`src/rtl/clock_pkg.sv`:
```
// clock_pkg: shared state encoding, digit indices and decode helpers for the clock set controller.
//   set_state_t : front-panel state (two view states, six digit-edit states)
//   IDX_*       : bit positions of each digit in the inc / update vectors
package clock_pkg;

    typedef enum logic [2:0] {
        VIEW_HM,
        VIEW_S,
        EDIT_H2,
        EDIT_H1,
        EDIT_M2,
        EDIT_M1,
        EDIT_S2,
        EDIT_S1
    } set_state_t;

    localparam int IDX_S1 = 0;
    localparam int IDX_S2 = 1;
    localparam int IDX_M1 = 2;
    localparam int IDX_M2 = 3;
    localparam int IDX_H1 = 4;
    localparam int IDX_H2 = 5;

    function automatic logic is_edit(input set_state_t s);
        return s != VIEW_HM && s != VIEW_S;
    endfunction

    // One-hot digit mask {H2,H1,M2,M1,S2,S1}; zero in view states.
    function automatic logic [5:0] digit_mask(input set_state_t s);
        return (s == EDIT_H2) ? 6'(1 << IDX_H2) :
               (s == EDIT_H1) ? 6'(1 << IDX_H1) :
               (s == EDIT_M2) ? 6'(1 << IDX_M2) :
               (s == EDIT_M1) ? 6'(1 << IDX_M1) :
               (s == EDIT_S2) ? 6'(1 << IDX_S2) :
               (s == EDIT_S1) ? 6'(1 << IDX_S1) : 6'b0;
    endfunction

endpackage

```
`src/rtl/clock_set_ctrl_blink_gen.sv`:
```
// blink_gen: half-period blink phase generator for the digit under edit.
//   clk, rst_n : clock, synchronous active-low reset
//   enable     : 0 holds the counter cleared and blink at 1
//   restart    : clears the counter and forces blink to 1 (fresh visible phase)
//   blink      : 1 = visible, 0 = blanked; toggles every BLINK_HALF_PERIOD cycles
module blink_gen #(
    parameter int BLINK_HALF_PERIOD = 25_000_000
) (
    input  logic clk,
    input  logic rst_n,
    input  logic enable,
    input  logic restart,
    output logic blink
);

    localparam int CW = $clog2(BLINK_HALF_PERIOD);

    logic [CW-1:0] cnt;

    always_ff @(posedge clk) begin
        if (!rst_n || !enable || restart) begin
            cnt   <= '0;
            blink <= 1'b1;
        end else if (cnt == CW'(BLINK_HALF_PERIOD - 1)) begin
            cnt   <= '0;
            blink <= ~blink;
        end else begin
            cnt <= cnt + 1'b1;
        end
    end

endmodule

```
`src/rtl/clock_set_ctrl.sv`:
```
// clock_set_ctrl: front-panel controller turning mode/next/inc buttons into view, edit and increment controls.
//   clk, rst_n                 : clock, synchronous active-low reset
//   btn_mode, btn_next, btn_inc: debounced button levels
//   hour_miniute, second       : view selects (HH:MM, MM:SS)
//   update_H2..update_S1       : one-hot digit-edit selects
//   blink                      : blink phase of the edited digit
//   inc                        : one-cycle increment strobe {H2,H1,M2,M1,S2,S1}
//   run_en                     : time counters may advance (view states only)
// Optional: define CLOCK_SET_TIMEOUT_EN to abandon an idle edit after TIMEOUT_CYCLES.
module clock_set_ctrl
    import clock_pkg::*;
#(
    parameter int BLINK_HALF_PERIOD = 25_000_000,
    parameter int TIMEOUT_CYCLES    = 500_000_000
) (
    input  logic       clk,
    input  logic       rst_n,
    input  logic       btn_mode,
    input  logic       btn_next,
    input  logic       btn_inc,
    output logic       hour_miniute,
    output logic       second,
    output logic       update_H1,
    output logic       update_H2,
    output logic       update_M1,
    output logic       update_M2,
    output logic       update_S1,
    output logic       update_S2,
    output logic       blink,
    output logic [5:0] inc,
    output logic       run_en
);

    set_state_t state, next_state;
    logic [2:0] btn, btn_q, edge_q;
    logic [5:0] next_inc;
    logic       mode_e, next_e, inc_e, timeout;

    assign btn = {btn_mode, btn_next, btn_inc};
    assign {mode_e, next_e, inc_e} = edge_q;

    // Edges are registered so every output moves one cycle after the edge register.
    always_ff @(posedge clk) begin
        if (!rst_n) begin
            btn_q  <= '0;
            edge_q <= '0;
            state  <= VIEW_HM;
            inc    <= '0;
        end else begin
            btn_q  <= btn;
            edge_q <= btn & ~btn_q;
            state  <= next_state;
            inc    <= next_inc;
        end
    end

    // One edge acted on per cycle: mode > next > inc > timeout.
    always_comb begin
        next_state = state;
        next_inc   = '0;
        if (mode_e)
            next_state = (state == VIEW_HM) ? VIEW_S : VIEW_HM;
        else if (next_e)
            next_state = (state == VIEW_HM) ? EDIT_H2 :
                         (state == VIEW_S)  ? EDIT_S2 :
                         (state == EDIT_S1) ? VIEW_HM : set_state_t'(state + 3'd1);
        else if (inc_e)
            next_inc = digit_mask(state);
        else if (timeout)
            next_state = VIEW_HM;
    end

`ifdef CLOCK_SET_TIMEOUT_EN
    localparam int TW = $clog2(TIMEOUT_CYCLES);

    logic [TW-1:0] idle;

    always_ff @(posedge clk) begin
        if (!rst_n || |edge_q || next_state != state || !is_edit(state))
            idle <= '0;
        else
            idle <= idle + 1'b1;
    end

    assign timeout = is_edit(state) && idle == TW'(TIMEOUT_CYCLES - 1);
`else
    // Edit sessions never expire in this build.
    assign timeout = TIMEOUT_CYCLES < 0;
`endif

    // Restart on edit entry and on each accepted inc so a changed digit shows a full phase.
    blink_gen #(
        .BLINK_HALF_PERIOD(BLINK_HALF_PERIOD)
    ) u_blink (
        .clk    (clk),
        .rst_n  (rst_n),
        .enable (is_edit(next_state)),
        .restart(|next_inc || (is_edit(next_state) && next_state != state)),
        .blink  (blink)
    );

    assign hour_miniute = state == VIEW_HM;
    assign second       = state == VIEW_S;
    assign {update_H2, update_H1, update_M2, update_M1, update_S2, update_S1} = digit_mask(state);
    assign run_en       = !is_edit(state);

endmodule

```
`config.mk`:
```
export PLATFORM = sky130hd
export DESIGN_NAME = clock_set_ctrl
export DESIGN_NICKNAME = d
export VERILOG_FILES = /design/src/rtl/clock_pkg.sv /design/src/rtl/clock_set_ctrl_blink_gen.sv /design/src/rtl/clock_set_ctrl.sv
export SDC_FILE = /design/constraint.sdc
export NUM_CORES = 1
export LEC_CHECK = 0
export CELL_PAD_IN_SITES_DETAIL_PLACEMENT = 0
export CELL_PAD_IN_SITES_GLOBAL_PLACEMENT = 1
export CORE_MARGIN = 2
export CORE_UTILIZATION = 46
export CTS_CLUSTER_SIZE = 14
export DETAILED_ROUTE_END_ITERATION = 10
export PLACE_DENSITY = 0.85
export SLEW_MARGIN = 10
export SYNTH_ARGS = -nofsm -noshare
export SYNTH_HDL_FRONTEND = slang
export SYNTH_SLANG_ARGS = --single-unit
```
`constraint.sdc`:
```
create_clock -name clk -period 4.1 [get_ports clk]
set_clock_uncertainty 0.05 [all_clocks]
set_input_delay 0.82 -clock clk [delete_from_list [all_inputs] [get_ports clk]]
set_output_delay 0.82 -clock clk [all_outputs]
set_load 0.03 [all_outputs]
```
# == After elaboration in Yosys (flattened, before gate mapping) ==
# Index checks and enable logic that the tools add are counted.
# word_totals
regBits,41
out_inout_bits,16
in_bits,5
# op_classes
n_reduce_logical,14
add_sub_neg,2
muxes,15
n_bitwise,3
eq_ne,11
# ops
op,n
adder 25 x 1 -> 25 bit (second input constant),1
== test 25 bit (second input constant),1
two-way mux 6 bit,4
two-way mux 3 bit,6
== test 3 bit (second input constant),4
== test 3 x 2 -> 1 bit (second input constant),2
!= test 3 x 1 -> 1 bit (second input constant),2
nonzero test 3 bit,2
OR reduction 6 bit,1
two-way mux 5 bit,1
two-way mux 4 bit,1
adder 3 x 1 -> 3 bit (second input constant),1
AND 3 bit,1
== test 3 x 1 -> 1 bit (second input constant),1
logical AND 1 bit,3
logical NOT 1 bit,3
logical NOT 3 bit,1
logical OR 1 bit,3
!= test 3 bit,1
inverter 3 bit,1
two-way mux 1 bit,2
two-way mux 2 bit,1
OR reduction 2 bit,1
inverter 1 bit,1

# == Logic depth before layout (Yosys ltp) ==
# logic_depth
word_depth,14
mapped_depth,9
depth_no_buf,8

# == Modules after synthesis ==
# A second synthesis with hierarchy kept.
# hier_totals
cells_unflattened,234
hier_area_um2,1973.1
# modules_own_cells
module,cells_each,instances,seq_area_each_um2,area_per_inst_um2
blink_gen,144,1,520.5,1224.9
clock_set_ctrl,90,1,300.3,748.2

# == Least setup slack after synthesis ==
# Ideal clock, no wire load.
# synth_timing
kind,reg-to-reg
startpoint,register state[0]
endpoint,register u_blink.blink
path_buffers,0
period_less_slack_ns,2.449
setup_slack_ns,1.651
stages_incl_launch_ff,9
required_ns,3.932
arrival_time_ns,2.281
cell_sequence,dfxtp_1 inv_1 ha_1 nand2_1 clkinv_1 xnor2_1 a222oi_1 nand3_1 nand2b_1
# synth_lines
element,line,text
"start, declared",clock_set_ctrl.sv:34,"set_state_t state, next_state;"
"start signal, assigned",clock_set_ctrl.sv:52,state <= next_state;
logical NOT 3 bit (*),n/a,
named net hour_miniute,clock_set_ctrl.sv:21,"output logic hour_miniute,"
two-way mux 3 bit,clock_set_ctrl.sv:64,next_state = (state == VIEW_HM) ? EDIT_H2 :
two-way mux 3 bit,clock_set_ctrl.sv:63,else if (next_e)
two-way mux 3 bit (*),clock_set_ctrl.sv:61,if (mode_e)
!= test 3 x 1 -> 1 bit or nonzero test 3 bit (tied branches),clock_pkg.sv:25,return s != VIEW_HM && s != VIEW_S;
logical AND 1 bit,clock_pkg.sv:25,
logical NOT 1 bit or logical AND 1 bit (tied branches),"clock_set_ctrl_blink_gen.sv:21, clock_set_ctrl.sv:98",
"logical OR 1 bit, on equally long branches","clock_set_ctrl_blink_gen.sv:21, clock_set_ctrl.sv:98",
logical OR 1 bit (*),clock_set_ctrl_blink_gen.sv:21,if (!rst_n || !enable || restart) begin
"end signal, assigned",clock_set_ctrl_blink_gen.sv:26,blink <= ~blink;
"end, declared",clock_set_ctrl_blink_gen.sv:13,output logic blink
# Mark *: on every way through the listed nets, which the timed path passes. The rest lies on a longest branch.
# A chain may end at the register's enable or synchronous reset.

# == Worst setup path in the final report ==
# layout_timing
startpoint,register state[2]
endpoint,output update_S2
# layout_via
elab_chain_cells,6
# layout_lines
element,line,text
== test 3 bit,clock_pkg.sv:34,(s == EDIT_S2) ? 6'(1 << IDX_S2) :
two-way mux 2 bit,clock_pkg.sv:34,
two-way mux 3 bit,clock_pkg.sv:33,(s == EDIT_M1) ? 6'(1 << IDX_M1) :
two-way mux 4 bit,clock_pkg.sv:32,(s == EDIT_M2) ? 6'(1 << IDX_M2) :
two-way mux 5 bit,clock_pkg.sv:31,(s == EDIT_H1) ? 6'(1 << IDX_H1) :
two-way mux 6 bit (*),clock_pkg.sv:30,return (s == EDIT_H2) ? 6'(1 << IDX_H2) :
"end, declared",clock_set_ctrl.sv:28,"output logic update_S2,"
# Mark *: on every way between the ends. The rest lies on a longest branch, timed or not.

==> metrics.txt <==
GRT Total Usage=around 16%; final hold violations=0; depth of the most critical reg-to-reg path=8; leakage power summed over all cells=0.7668 nW; arrival time of the worst setup path=2470 ps; post-synthesis sequential element count=slightly above 40; sum of net half-perimeters after detailed placement=2502 um; buffer levels on the longest clock path=2; fin. max-slew vios=0; GRT Residual Overflow=0; aggregate negative setup slack=0 ps; Clock Latency Late Sink=between 200 and 300 ps; pin count of the biggest net entering global routing=19; post-placement cell area=~0.0022 mm^2; Post-synth EDFFs=0; number of nets in the final layout=255; DRC marker count from the first detailed-route iteration=approximately 140; cell count after synthesis=~220; Max Fclk=~0.3 GHz; total number of vias=1500; maxcap violations=0; CTS H-tree depth=2; commonest non-fill, non-tap cells in the layout=sky130_fd_sc_hd__dfxtp_1, sky130_fd_sc_hd__nor2_1, sky130_fd_sc_hd__clkdlybuf4s50_1; # fillers=around 360; count of unresolved DRC violations after routing=0; status=finished clean; Syn Std Cell Area=roughly 0.0020 mm^2; die area=0.004835 mm^2; type of element launching the critical path=flop; hold-fix buffer count after cts=0; class of the tightest hold or removal check=flop to flop; fraction of the cycle the final worst path needs=between 80% and 90%; setup repair after global routing missed its margin=false; global-route wire length before repair=6189 um; largest cells by area after synthesis=sky130_fd_sc_hd__dfxtp_1, sky130_fd_sc_hd__xnor2_1, sky130_fd_sc_hd__nor2_1, sky130_fd_sc_hd__ha_1, sky130_fd_sc_hd__xor2_1; CTS tree=done; final worst slack=~760 ps; number of warnings issued by yosys=0; number of rows in the core area=23; endpoint class of the critical path=output port; commonest non-fill, non-tap cell in the layout=sky130_fd_sc_hd__dfxtp_1; width of the chip=roughly 70 um; starting density of the core=slightly below 50%; die boundary height=~70 um; cell chosen for the clock root=sky130_fd_sc_hd__clkbuf_8; origin of the worst setup path=state[2]; net count of the mapped netlist=approximately 230; Rel. slew slack=~30%; Worst IR Drop VDD=between 0.00015 and 0.0002 V; detail-routed net length per standard cell=between 10 and 15 um; antenna cells=0; Placed Cells incl. Taps=286; Detailed Route WL=approximately 3500 um; area share of the largest cell type after synthesis=roughly two fifths; Critical Path Fanout Max=14; sequential cell area fraction in the yosys report=around two fifths; number of clock sinks=41; final cell count without fillers=293; dominant register cell in the synthesized netlist=sky130_fd_sc_hd__dfxtp_1; routability congestion estimate from global placement=between 0.8 and 0.9; transition time at the pin with the least slew margin=1050 ps; flop-to-flop setup slack=about 1500 ps; synthesized area divided by synthesized cell count=8.899 um^2; number of distinct standard cells referenced by the synthesized netlist=45; area added between synthesis and finish=16.59%; worst setup path class=flop to output port; required time worst endpoint=~3200 ps; port bufs=20; critical register-to-register path startpoint=state[0]; number of global-route vias before repair=roughly 1400; core box area=between 0.004 and 0.005 mm^2; area of all placed cells without fillers=between 0.002 and 0.0025 mm^2; clock transition at the registers of the reported paths=70 ps; power density over the cells=between 300 and 400 mW/mm^2; min cycle time layout=3338 ps; worst slack at placement=~1100 ps; buffers inserted by post-CTS timing repair=0; number of top-level pins=21; ratio of cells with drive above 1 in the final layout=7.407%; count of final setup violators=0; post-synthesis cell type with the largest combined area=sky130_fd_sc_hd__dfxtp_1; capture point of the worst reg-to-reg path=u_blink.blink; worst hold slack after final layout=332.0 ps; initial antenna violation count=0; Detailed Routing Iterations Pass 1=4; capturing element of the worst setup path=update_S2; asr flop ratio synth=0%; count of nets left with antenna violations after detail routing=0; total of cells resized after clock tree synthesis=0; clock buffers created by TritonCTS=5; post-DR vias/cell=5.119
==> cell usage after synthesis (2+ instances only) <==
cell                       count
sky130_fd_sc_hd__or3_2         2
sky130_fd_sc_hd__nor2_1       35
sky130_fd_sc_hd__nand4_1       3
sky130_fd_sc_hd__xor2_1        7
sky130_fd_sc_hd__nand3_1       9
sky130_fd_sc_hd__nor2b_1       5
sky130_fd_sc_hd__nor3b_1       2
sky130_fd_sc_hd__o21ai_0       2
sky130_fd_sc_hd__nor4_1        3
sky130_fd_sc_hd__ha_1          7
sky130_fd_sc_hd__xnor2_1      17
sky130_fd_sc_hd__nand2b_1      5
sky130_fd_sc_hd__and3_1        7
sky130_fd_sc_hd__and2_1        7
sky130_fd_sc_hd__or4_4         2
sky130_fd_sc_hd__nand2_1      15
sky130_fd_sc_hd__or4_1         2
sky130_fd_sc_hd__buf_4         2
sky130_fd_sc_hd__inv_1        12
sky130_fd_sc_hd__a21oi_1       2
sky130_fd_sc_hd__nor3_1       10
sky130_fd_sc_hd__dfxtp_1      41
sky130_fd_sc_hd__clkbuf_1      2
sky130_fd_sc_hd__nand4_4       2
==> power breakdown <==
group / leakage (nW) / internal, mW / switching (mW)
clock network: 0.0540 / 0.177 / 0.128
registers: 0.332 / 0.403 / 0.00603
logic: 0.381 / 0.0281 / 0.0369
==> per-stage QoR <==
stage | total power [mW] | utilization [%]
final | 0.7791 | 56.77
after CTS | 0.7918 | 56.77
after detailed placement | 0.4836 | 54.21
after floorplan | 0.4636 | -
after global routing | 0.8128 | 56.77
after global placement | 0.4840 | 54.21
==> area by class of cell <==
class / count / area [um^2] / share of cell area (%)
Multi-Input combinational cell: 162 / 1067 / 46.33
Tap cell: 50 / 62.56 / 2.716
Sequential cell: 41 / 820.8 / 35.63
Clock inverter: 2 / 35.03 / 1.521
Clock buffer: 5 / 68.82 / 2.988
Inverter: 13 / 48.80 / 2.118
Timing Repair Buffer: 20 / 200.2 / 8.691
==> metal layers <==
metal / share of wire, % / wire length (um) / vias up / GRT usage [%]
li1: - / - / 794 / -
met1: 52 / 1800 / 679 / 21.16
met2: 44 / 1533 / 23 / 24.04
met3: 3.1 / 107 / 4 / 3.779
met4: 1.2 / 41 / 0 / 5.882
met5: 0 / 0 / - / 0
==> flip-flops by register name, summed over array words and instances, names as in the netlist <==
| name | flops |
|---|---|
| btn_q | 3 |
| edge_q | 3 |
| inc | 6 |
| state | 3 |
| u_blink.blink | 1 |
| u_blink.cnt | 25 |
==> worst min-delay path by stage <==
stage / cells past startpoint / end / slack (ps) / start
after floorplan: 1 / edge_q[0] / 320 / btn_q[0]
after CTS: 1 / edge_q[2] / 330 / btn_q[2]
final: 1 / edge_q[2] / 330 / btn_q[2]
after detailed placement: 1 / edge_q[2] / 320 / btn_q[2]
after global placement: 1 / edge_q[2] / 320 / btn_q[2]
after global routing: 1 / edge_q[2] / 340 / btn_q[2]
==> cell families after synthesis <==
logic type | share of synthesized area (%)
DFF | 41.55
xor gates and xnor gates | 10.64
and+or+nand+nor | 31.92
buffers and inverters | 4.432
adders and majority gates | 4.433
AOI/OAI and AO/OA | 7.031
==> worst max-delay path, cell delays in order (launching register included) <==
cell	delay, ps
sky130_fd_sc_hd__dfxtp_1	560
sky130_fd_sc_hd__inv_1	150
sky130_fd_sc_hd__ha_1	280
sky130_fd_sc_hd__nor3b_1	330
sky130_fd_sc_hd__and2_1	200
sky130_fd_sc_hd__clkdlybuf4s50_1	670
Note: power is estimated with default switching activity, not from simulation.
